## config.mk

```make
export PLATFORM = sky130hd
export DESIGN_NAME = imem_loader
export DESIGN_NICKNAME = d
export VERILOG_FILES = /design/src/rtl/imem_loader_pkg.sv /design/src/rtl/imem_loader_byte_word_packer.sv /design/src/rtl/imem_loader.sv
export SDC_FILE = /design/constraint.sdc
export NUM_CORES = 1
export LEC_CHECK = 0
export CAP_MARGIN = 20
export CELL_PAD_IN_SITES_DETAIL_PLACEMENT = 0
export CELL_PAD_IN_SITES_GLOBAL_PLACEMENT = 1
export CORE_ASPECT_RATIO = 1.5
export CORE_MARGIN = 4
export CORE_UTILIZATION = 54
export DETAILED_ROUTE_END_ITERATION = 12
export DONT_BUFFER_PORTS = 1
export PLACE_DENSITY_LB_ADDON = 0.25
export SLEW_MARGIN = 30
export SYNTH_ARGS = -nofsm -noshare
export SYNTH_HDL_FRONTEND = slang
export SYNTH_SLANG_ARGS = --single-unit
```

## constraint.sdc

```tcl
create_clock -name clk -period 3.5 [get_ports clk]
set_input_delay 0.875 -clock clk [delete_from_list [all_inputs] [get_ports clk]]
set_output_delay 0.875 -clock clk [all_outputs]
set_load 0.1 [all_outputs]
```

## src/rtl/imem_loader_pkg.sv

```systemverilog
// Shared types and constants for the instruction-memory loader.
//   state_e        : loader FSM states (CSUM is reachable only with IMEM_LOADER_CHECKSUM_EN)
//   BYTES_PER_WORD : bytes packed into one instruction word
//   NOP_WORD       : value an emptied packer holds
package imem_loader_pkg;

  typedef enum logic [2:0] {
    ST_IDLE  = 3'd0,
    ST_RECV  = 3'd1,
    ST_WRITE = 3'd2,
    ST_CSUM  = 3'd3,
    ST_DONE  = 3'd4
  } state_e;

  localparam int          BYTES_PER_WORD = 4;
  localparam logic [31:0] NOP_WORD       = 32'h0000_0000;

endpackage

```

## src/rtl/imem_loader_byte_word_packer.sv

```systemverilog
// byte_word_packer: shifts bytes MSB-first into a 32-bit word and flags
// the byte that completes it.
//   clk, rst_n : clock, async active-low reset
//   clear      : empty the word and restart the byte count (wins over load)
//   load       : byte_in is accepted this cycle
//   byte_in    : incoming byte
//   word       : word including the byte being loaded this cycle
//   word_full  : this load completes a word (4th byte)
module byte_word_packer
  import imem_loader_pkg::*;
(
  input  logic        clk,
  input  logic        rst_n,
  input  logic        clear,
  input  logic        load,
  input  logic [7:0]  byte_in,
  output logic [31:0] word,
  output logic        word_full
);

  logic [1:0]  cnt_q, cnt_d;
  logic [31:0] word_q, word_d;

  always_comb begin
    cnt_d  = cnt_q;
    word_d = word_q;
    if (clear) begin
      cnt_d  = 2'd0;
      word_d = NOP_WORD;
    end else if (load) begin
      word_d = {word_q[23:0], byte_in};
      cnt_d  = cnt_q + 2'd1;  // wraps to 0 after the 4th byte
    end
  end

  // Exposing the next value lets the loader register the full word in the
  // same cycle the 4th byte is accepted.
  assign word      = word_d;
  assign word_full = load && !clear && (cnt_q == 2'(BYTES_PER_WORD - 1));

  always_ff @(posedge clk or negedge rst_n) begin
    if (!rst_n) begin
      cnt_q  <= 2'd0;
      word_q <= NOP_WORD;
    end else begin
      cnt_q  <= cnt_d;
      word_q <= word_d;
    end
  end

endmodule

```

## src/rtl/imem_loader.sv

```systemverilog
// imem_loader: receives a program as a valid/ready byte stream, packs it
// into 32-bit words and writes them to the instruction RAM write port.
// Optional feature macro: IMEM_LOADER_CHECKSUM_EN (trailing 32-bit checksum).
//   clk, rst_n       : clock, async active-low reset
//   start, len       : begin a load of len words (1..2**ADDR_W), IDLE only
//   s_byte/s_valid/s_ready : byte stream handshake
//   we, wa, wd       : registered imem write port
//   busy             : load in progress (any state but IDLE)
//   done, err        : registered 1-cycle status pulses
module imem_loader
  import imem_loader_pkg::*;
#(
  parameter int ADDR_W = 8,
  parameter int DATA_W = 32
) (
  input  logic              clk,
  input  logic              rst_n,
  input  logic              start,
  input  logic [ADDR_W:0]   len,
  input  logic [7:0]        s_byte,
  input  logic              s_valid,
  output logic              s_ready,
  output logic              we,
  output logic [ADDR_W-1:0] wa,
  output logic [DATA_W-1:0] wd,
  output logic              busy,
  output logic              done,
  output logic              err
);

  localparam logic [ADDR_W:0] MAX_LEN = {1'b1, {ADDR_W{1'b0}}};

  state_e              state_q, state_d;
  logic [ADDR_W:0]     len_q, len_d;
  logic [ADDR_W-1:0]   addr_q, addr_d;
  logic                we_q, we_d;
  logic [ADDR_W-1:0]   wa_q, wa_d;
  logic [DATA_W-1:0]   wd_q, wd_d;
  logic                done_q, done_d;
  logic                err_q, err_d;
`ifdef IMEM_LOADER_CHECKSUM_EN
  logic [31:0]         sum_q, sum_d;
`endif

  logic        accept, len_ok, last_word;
  logic        pk_clear, pk_full;
  logic [31:0] pk_word;

  assign s_ready   = (state_q == ST_RECV) || (state_q == ST_CSUM);
  assign busy      = (state_q != ST_IDLE);
  assign accept    = s_valid && s_ready;
  assign len_ok    = (len != '0) && (len <= MAX_LEN);
  assign last_word = (({1'b0, addr_q} + 1'b1) == len_q);

  byte_word_packer u_packer (
    .clk       (clk),
    .rst_n     (rst_n),
    .clear     (pk_clear),
    .load      (accept),
    .byte_in   (s_byte),
    .word      (pk_word),
    .word_full (pk_full)
  );

  always_comb begin
    state_d  = state_q;
    len_d    = len_q;
    addr_d   = addr_q;
    we_d     = 1'b0;
    wa_d     = wa_q;
    wd_d     = wd_q;
    done_d   = 1'b0;
    err_d    = 1'b0;
    pk_clear = 1'b0;
`ifdef IMEM_LOADER_CHECKSUM_EN
    sum_d    = sum_q;
`endif
    case (state_q)
      ST_IDLE: begin
        if (start) begin
          if (len_ok) begin
            state_d  = ST_RECV;
            len_d    = len;
            addr_d   = '0;
            pk_clear = 1'b1;
`ifdef IMEM_LOADER_CHECKSUM_EN
            sum_d    = '0;
`endif
          end else begin
            err_d = 1'b1;
          end
        end
      end
      ST_RECV: begin
        // Registering the write here puts we high in the WRITE cycle.
        if (pk_full) begin
          we_d    = 1'b1;
          wa_d    = addr_q;
          wd_d    = DATA_W'(pk_word);
          state_d = ST_WRITE;
`ifdef IMEM_LOADER_CHECKSUM_EN
          sum_d   = sum_q + pk_word;
`endif
        end
      end
      ST_WRITE: begin
        addr_d = addr_q + 1'b1;  // wraps only past the last word, never used
        if (last_word) begin
`ifdef IMEM_LOADER_CHECKSUM_EN
          state_d = ST_CSUM;
`else
          state_d = ST_DONE;
          done_d  = 1'b1;
`endif
        end else begin
          state_d = ST_RECV;
        end
      end
`ifdef IMEM_LOADER_CHECKSUM_EN
      ST_CSUM: begin
        if (pk_full) begin
          state_d = ST_DONE;
          done_d  = 1'b1;
          err_d   = (pk_word != sum_q);
        end
      end
`endif
      ST_DONE: state_d = ST_IDLE;
      default: state_d = ST_IDLE;
    endcase
  end

  always_ff @(posedge clk or negedge rst_n) begin
    if (!rst_n) begin
      state_q <= ST_IDLE;
      len_q   <= '0;
      addr_q  <= '0;
      we_q    <= 1'b0;
      wa_q    <= '0;
      wd_q    <= '0;
      done_q  <= 1'b0;
      err_q   <= 1'b0;
`ifdef IMEM_LOADER_CHECKSUM_EN
      sum_q   <= '0;
`endif
    end else begin
      state_q <= state_d;
      len_q   <= len_d;
      addr_q  <= addr_d;
      we_q    <= we_d;
      wa_q    <= wa_d;
      wd_q    <= wd_d;
      done_q  <= done_d;
      err_q   <= err_d;
`ifdef IMEM_LOADER_CHECKSUM_EN
      sum_q   <= sum_d;
`endif
    end
  end

  assign we   = we_q;
  assign wa   = wa_q;
  assign wd   = wd_q;
  assign done = done_q;
  assign err  = err_q;

endmodule

```

==> flow_summary.json, run 1 <==
{
  "via_per_inst": 5.645,
  "hold_path.class": "primary input to asynchronous set/reset pin",
  "worst-r2r-setup-slack_ns": 1.07,
  "num_vias": 2732,
  "start_util": 0.5564,
  "htree_num_levels": 3,
  "clk_pin_slew_ns": 0.06,
  "hold_viol_final": 0,
  "crit_end": "wd[26]",
  "numPortBuffers": 0,
  "ant_nets": 0,
  "post_cts_buffers": 0,
  "gp_congestion": 0.8566,
  "root_buffer": "clkbuf_16",
  "avgRoutedWirePerCell_um": 18.55,
  "antennaDiodeCount": 0,
  "yosysTopAreaCell": "dfrtp_1",
  "worstSetupEndpointType": "flip-flop",
  "grt.total_usage": 0.2020,
  "cts_tree": "yes",
  "hpwl_mm": 6.008,
  "syn-instance-count": 378,
  "syn_area_mm2": 0.004456,
  "tightest_slew_ns": 0.9379,
  "antenna_found_initial": 0,
  "seqCellArea_mm2": 0.002427,
  "drt-pass1-iter-count": 4,
  "fin_crit_sh": 0.7909,
  "cts-resized-gates": 0,
  "die_h_um": 119.3,
  "drive_above_1_share": 0.2427,
  "first_iter_violations": 88,
  "arrival_ns": 2.99,
  "yosys_warnings": 0,
  "yosysTopAreaCellShare": 0.5448,
  "grt_overflow": 0,
  "synth.net_count": 401,
  "synth_commonest_cells": "nand2_1 (103), dfrtp_1 (97), mux2_2 (32)",
  "ys_ff_latch": 97,
  "fillers": 677,
  "setup_tns_ns": 0,
  "clockBufferDepth": 2,
  "multi_input_area_mm2": 0.001884,
  "synth_area_leaders": "dfrtp_1 (54%), o21ai_4 (9.9%), nand2_1 (8.7%)",
  "synth.avg_cell_area_um2": 11.79,
  "row_count": 40,
  "die_x_um": 82.17,
  "nets": 398,
  "startpoint": "len[3]",
  "maxSlewHeadroom": 0.3747,
  "yosys_most_used_dff": "dfrtp_1",
  "ys_async_sr_fraction": 1.000,
  "max_freq_ghz": 0.3613,
  "clock-sinks": 97,
  "insertion_delay_ns": 0.33,
  "slew_viol_final": 0,
  "path_class": "primary input to flip-flop",
  "die_area_mm2": 0.009798,
  "grt_max_degree": 98,
  "crit_fanout": 21,
  "worstSetupStartpointType": "primary input",
  "hold_buffers": 0,
  "required_ns": 3.72,
  "r2r_start": "state_q[0]",
  "cap_viol_max_count": 0,
  "areaGrowthSynthToFinish_pct": 7.751,
  "regToRegEndpoint": "wd[29]",
  "core_mm2": 0.008008,
  "worst-r2r-cell-count": 7,
  "status": "completed",
  "num_io_pins": 66,
  "synth_seq_area_share": 0.5448,
  "clock-skew-final_ns": 0.004900,
  "finalSetupViolCount": 0,
  "grt_pass1_vias": 2963,
  "period_needed_ns": 2.768,
  "synth_edf_count": 0,
  "yosysMostFrequentCell": "nand2_1",
  "cts_buffers": 9,
  "drc_errors": 0,
  "grt_pass1_wl_mm": 14.92,
  "rsz0062_at_grt": "no",
  "drt-total-wl_mm": 8.976,
  "ys_types": 42
}
==> worst max-delay path, stage by stage <==
cell,delay (ns)
or4_1,0.56
o21ai_0,0.31
and3_4,0.59
buf_12,0.28
o21ai_4,0.08
mux2_2,0.26
==> metal layers <==
metal / GRT usage / vias to the layer above / wire, um
met2: 0.3406 / 46 / 4895
met5: 0 / - / 0
li1: - / 1275 / -
met1: 0.2433 / 1400 / 3567
met4: 0.08420 / 0 / 145
met3: 0.04463 / 11 / 367
==> cell type report <==
| type | instances | area share |
|---|---|---|
| clock inverter | 4 | 0.009382 |
| clock buffer | 11 | 0.04848 |
| inverter | 4 | 0.003127 |
| sequential | 97 | 0.5056 |
| tap | 105 | 0.02737 |
| timing repair buffer | 7 | 0.01355 |
| multi-input combinational | 256 | 0.3925 |
==> cell families after synthesis <==
| logic type | count (synthesis) | synth area share |
|---|---|---|
| and+or+nand+nor | 139 | 0.1362 |
| xor gates and xnor gates | 10 | 0.01966 |
| DFF | 97 | 0.5448 |
| buffers and inverters | 25 | 0.03454 |
| adders and majority gates | 2 | 0.005616 |
| AOI/OAI and AO/OA | 64 | 0.1480 |
| muxes | 41 | 0.1112 |
==> sequential cells by signal (all words and copies together) (netlist names) <==
register and cells:
wa 8, u_packer.cnt_q 2, u_packer.word_q 32, wd 32, we 1, addr_q 8, len_q 9, done 1
state_q 3, err 1
==> how the worst min path moves through the flow <==
stage | start | endpoint | slack, ns
2_1_floorplan | u_packer.word_q[11] | u_packer.word_q[19] | 0.48
3_5_place_dp | u_packer.word_q[17] | u_packer.word_q[25] | 0.51
6_report | rst_n | len_q[4] | 0.23
4_1_cts | rst_n | len_q[4] | 0.22
5_1_grt | rst_n | len_q[4] | 0.21
3_3_place_gp | u_packer.word_q[17] | u_packer.word_q[25] | 0.50
==> through the flow <==
stage	instance area, um^2	setup WS (ns)	instances	hold slack [ns]	util
finish	4801	0.7318	484	0.2300	0.5995
detailed placement	4523	0.3793	469	0.5118	0.5648
global route	4801	0.6557	484	0.2138	0.5995
CTS	4801	0.7159	484	0.2166	0.5995
global placement	4521	0.4068	469	0.5001	0.5645
floorplan	4456	0.1411	378	0.4771	-
==> cells in the final DEF, fill, tap and decap left out, types with 2 or more instances in the layout <==
master     synthesis  final
a21boi_0           2      2
a21oi_1            3      3
a31oi_1            2      2
and2_1             4      4
and3_1             5      4
buf_4              0      6
clkbuf_1          13      2
clkbuf_16          0      9
clkinv_2           0      3
dfrtp_1           97     97
ha_1               2      2
inv_1              4      4
mux2_2            32     32
mux2_4             9      9
nand2_1          103    102
nand3_1            3      3
nand4_1            3      3
nor2_1             5      5
nor2b_1            3      2
nor3_1             3      3
o21a_1             2      2
o21ai_0           15     15
o21ai_1            5      5
o21ai_4           27     27
o22ai_1            2      2
o31ai_1            2      2
o41ai_1            2      2
or4_1              2      2
xnor2_1            6      6
xor2_1             4      4
Power of run 1 is not shown: default switching activity piles up to over one toggle a cycle in this logic, so the estimate is an artifact.
==> run 2: changes to the inputs <==
CORE_UTILIZATION = 50   (was 54)
clock period = 2.6 ns   (was 3.5 ns; I/O delays follow)
==> flow_summary.json, run 2 (synthesis results as in run 1) <==
{
  "die_area_mm2": 0.01052,
  "mostFrequentLayoutCells": "nand2_1 (103), dfrtp_1 (97), mux2_2 (32), o21ai_4 (27), buf_4 (19)",
  "areaGrowthSynthToFinish_pct": 12.69,
  "ant_nets": 0,
  "via_per_inst": 5.485,
  "worstSetupEndpointType": "flip-flop",
  "tightest_slew_ns": 0.9320,
  "avgRoutedWirePerCell_um": 18.00,
  "grt_max_degree": 98,
  "crit_chain": "or4_1 > o21ai_0 > and3_4 > buf_12 > o21ai_4 > mux2_2",
  "hold_path.class": "primary input to asynchronous set/reset pin",
  "status": "completed",
  "cts_tree": "yes",
  "nets": 414,
  "numPortBuffers": 0,
  "period_needed_ns": 2.262,
  "slew_viol_final": 0,
  "grt.total_usage": 0.1822,
  "gp_congestion": 0.8585,
  "clock-sinks": 97,
  "clock-skew-final_ns": 0.007402,
  "crit_fanout": 16,
  "cts-resized-gates": 0,
  "seqCellArea_mm2": 0.002427,
  "cp_num_buf_inv": 1,
  "fin_ws_ns": 0.3383,
  "fin_crit_sh": 0.8699,
  "root_buffer": "clkbuf_16",
  "cts_buffers": 9,
  "place_ws_ns": -0.007625,
  "cap_viol_max_count": 0,
  "antennaDiodeCount": 0,
  "required_ns": 2.82,
  "drc_errors": 0,
  "core_mm2": 0.008567,
  "num_vias": 2759,
  "finalSetupViolCount": 0,
  "grt_pass1_vias": 2925,
  "final_common_cell": "nand2_1",
  "rsz0062_at_grt": "no",
  "maxSlewHeadroom": 0.3787,
  "fillers": 725,
  "die_x_um": 85.08,
  "hpwl_mm": 6.104,
  "critPathTopFamily": "simple AND/OR/NAND/NOR gates",
  "first_iter_violations": 90,
  "path_class": "primary input to flip-flop",
  "post_cts_buffers": 0,
  "row_count": 41,
  "cp_slowest_cell": "or4_1",
  "grt_overflow": 0,
  "die_h_um": 123.6,
  "insertion_delay_ns": 0.34,
  "grt_pass1_wl_mm": 14.87,
  "clockBufferDepth": 2,
  "max_stage_delay_ns": 0.59,
  "start_util": 0.5201,
  "drt-pass1-iter-count": 4,
  "arrival_ns": 2.49,
  "antenna_found_initial": 0,
  "htree_num_levels": 3,
  "worstSetupStartpointType": "primary input",
  "num_io_pins": 66,
  "multi_input_area_mm2": 0.001887,
  "drt-total-wl_mm": 9.056,
  "clk_pin_slew_ns": 0.06,
  "hold_viol_final": 0,
  "drive_above_1_share": 0.2753,
  "max_freq_ghz": 0.4422
}
-- run 2: cell types whose count changed in the layout (fill, tap and decap cells not counted), sizes merged --
cell,delta
clkinvlp,+1
buf,+16
bufinv,+1
inv,+2
clkinv,-3
-- run 2: routing by layer --
layer	global-route usage	wire length, um	vias to the layer above
met3	0.04699	509	18
met2	0.3113	4735	61
met1	0.2128	3549	1375
met5	0	0	-
li1	-	-	1305
met4	0.08812	261	0
-- run 2: worst register-to-register path: stages, from the launching register on --
cell	delay, ns
dfrtp_1	0.49
ha_1	0.42
and3_1	0.26
and3_1	0.23
xnor2_1	0.10
o41ai_1	0.29
o211ai_1	0.15
-- run 2: area by class of cell --
cell class	count	area share
clock buffers	11	0.04834
clock inverters	5	0.01694
inverters	4	0.002990
multi-input cells	256	0.3758
flip-flops and latches	97	0.4834
well taps	107	0.02666
repair buffers	23	0.04585
-- run 2: per-stage QoR --
| step | instances | hold WS, ns | instance area, um^2 | setup TNS (ns) | utilization |
|---|---|---|---|---|---|
| final | 503 | 0.1383 | 5021 | 0 | 0.5861 |
| after global routing | 503 | 0.1454 | 5021 | 0 | 0.5861 |
| after CTS | 501 | -0.01408 | 4974 | 0 | 0.5805 |
| after detailed placement | 485 | 0.3572 | 4646 | -0.04386 | 0.5423 |
| after global placement | 485 | 0.3571 | 4646 | -0.1469 | 0.5423 |
| after floorplan | 378 | 0.3544 | 4463 | 0 | - |
-- run 2: final timing paths --
check,start,end,slack [ns],depth (start not counted)
max,len[3],wd[30],0.34,6
min,rst_n,len_q[1],0.14,1
max reg2reg,addr_q[0],state_q[0],0.53,6
min reg2reg,u_packer.word_q[29],u_packer.word_q[29],0.52,2
max in group asynchronous,rst_n,wa[4],2.15,1
min in group clk,len[5],len_q[5],0.45,1
Power of run 2 is left out for the same reason.
==> run 3: changes to the inputs <==
CORE_MARGIN = not set   (was 4)
==> flow_summary.json, run 3 (synthesis results as in run 1) <==
{
  "clk_pin_slew_ns": 0.06,
  "post_cts_buffers": 0,
  "drc_errors": 0,
  "cts_buffers": 9,
  "worstSetupEndpointType": "flip-flop",
  "place_ws_ns": -0.04110,
  "mostFrequentLayoutCells": "nand2_1 (103), dfrtp_1 (97), mux2_2 (32), o21ai_4 (27), buf_4 (20)",
  "core_mm2": 0.008516,
  "antennaDiodeCount": 0,
  "die_x_um": 79.08,
  "dpl_cell_area_mm2": 0.004673,
  "arrival_ns": 2.51,
  "worst-r2r-cell-count": 6,
  "cts_tree": "yes",
  "areaGrowthSynthToFinish_pct": 11.60,
  "numPortBuffers": 0,
  "tightest_slew_ns": 0.9465,
  "first_iter_violations": 114,
  "grt.total_usage": 0.2040,
  "grt_pass1_wl_mm": 14.48,
  "setup_tns_ns": 0,
  "hold_path.class": "primary input to asynchronous set/reset pin",
  "die_h_um": 117.6,
  "final_util": 0.5839,
  "num_io_pins": 66,
  "maxSlewHeadroom": 0.3690,
  "final_common_cell": "nand2_1",
  "worstSetupStartpointType": "primary input",
  "worst-r2r-setup-slack_ns": 0.57,
  "regToRegEndpoint": "wd[27]",
  "r2r_start": "state_q[0]",
  "ant_nets": 0,
  "gp_congestion": 0.8452,
  "grt_overflow": 0,
  "die_area_mm2": 0.009300,
  "antenna_found_initial": 0,
  "finalSetupViolCount": 0,
  "required_ns": 2.83,
  "path_class": "primary input to flip-flop",
  "hpwl_mm": 5.865,
  "drt-pass1-iter-count": 4,
  "drt-total-wl_mm": 8.664,
  "crit_fanout": 11,
  "fin_ws_ns": 0.3169,
  "final_area_mm2": 0.004972,
  "start_util": 0.5232,
  "clockBufferDepth": 2,
  "slew_viol_final": 0,
  "grt_pass1_vias": 2870,
  "cts-resized-gates": 0,
  "cap_viol_max_count": 0,
  "hold_viol_final": 0,
  "max_freq_ghz": 0.4380,
  "fin_crit_sh": 0.8781,
  "grt_max_degree": 98,
  "max_stage_delay_ns": 0.57,
  "drive_above_1_share": 0.2727,
  "clock-sinks": 97,
  "period_needed_ns": 2.283,
  "clock-skew-final_ns": 0.004818,
  "cp_slowest_cell": "or4_1",
  "num_vias": 2762,
  "fillers": 745,
  "root_buffer": "clkbuf_16",
  "htree_num_levels": 3,
  "via_per_inst": 5.491,
  "insertion_delay_ns": 0.34,
  "status": "completed",
  "rsz0062_at_grt": "no",
  "crit_chain": "or4_1 > o21ai_0 > and3_4 > buf_12 > o21ai_1 > mux2_2",
  "avgRoutedWirePerCell_um": 17.22,
  "row_count": 41,
  "nets": 414
}
## run 3: through the flow
| stage | cells | hold slack [ns] |
|---|---|---|
| 2_1_floorplan | 378 | 0.3544 |
| 3_3_place_gp | 487 | 0.3572 |
| 3_5_place_dp | 487 | 0.3573 |
| 4_1_cts | 503 | -0.007695 |
| 5_1_grt | 503 | -0.01253 |
| 6_report | 503 | 0.003474 |
## run 3: layer usage
layer	vias to the layer above	track usage	part of all wire
met1	1396	0.2418	0.41
met4	0	0.09886	0.027
li1	1302	-	-
met2	48	0.3448	0.53
met3	16	0.04341	0.033
met5	-	0	0
## run 3: how the worst max path moves through the flow
| stage | start | endpoint |
|---|---|---|
| 5_1_grt | len[3] | wd[29] |
| 6_report | len[3] | wd[20] |
| 3_5_place_dp | len[3] | wd[22] |
| 3_3_place_gp | len[3] | wd[20] |
| 4_1_cts | len[3] | wd[20] |
| 2_1_floorplan | state_q[2] | wd[0] |
## run 3: area by class of cell
class / count / area (um^2) / share of cell area
Clock buffer: 12 / 246.5 / 0.04957
Clock inverter: 4 / 52.55 / 0.01057
Inverter: 4 / 15.01 / 0.003020
Multi-Input combinational cell: 256 / 1887 / 0.3795
Sequential cell: 97 / 2427 / 0.4882
Tap cell: 107 / 133.9 / 0.02692
Timing Repair Buffer: 23 / 210.2 / 0.04227
## run 3: critical path, delay by kind of cell
kind            cells  cell delay, ns
mux                 1            0.26
compound gates      2            0.43
buf+inv             1            0.20
simple gates        2            0.96
Power of run 3 is left out for the same reason.
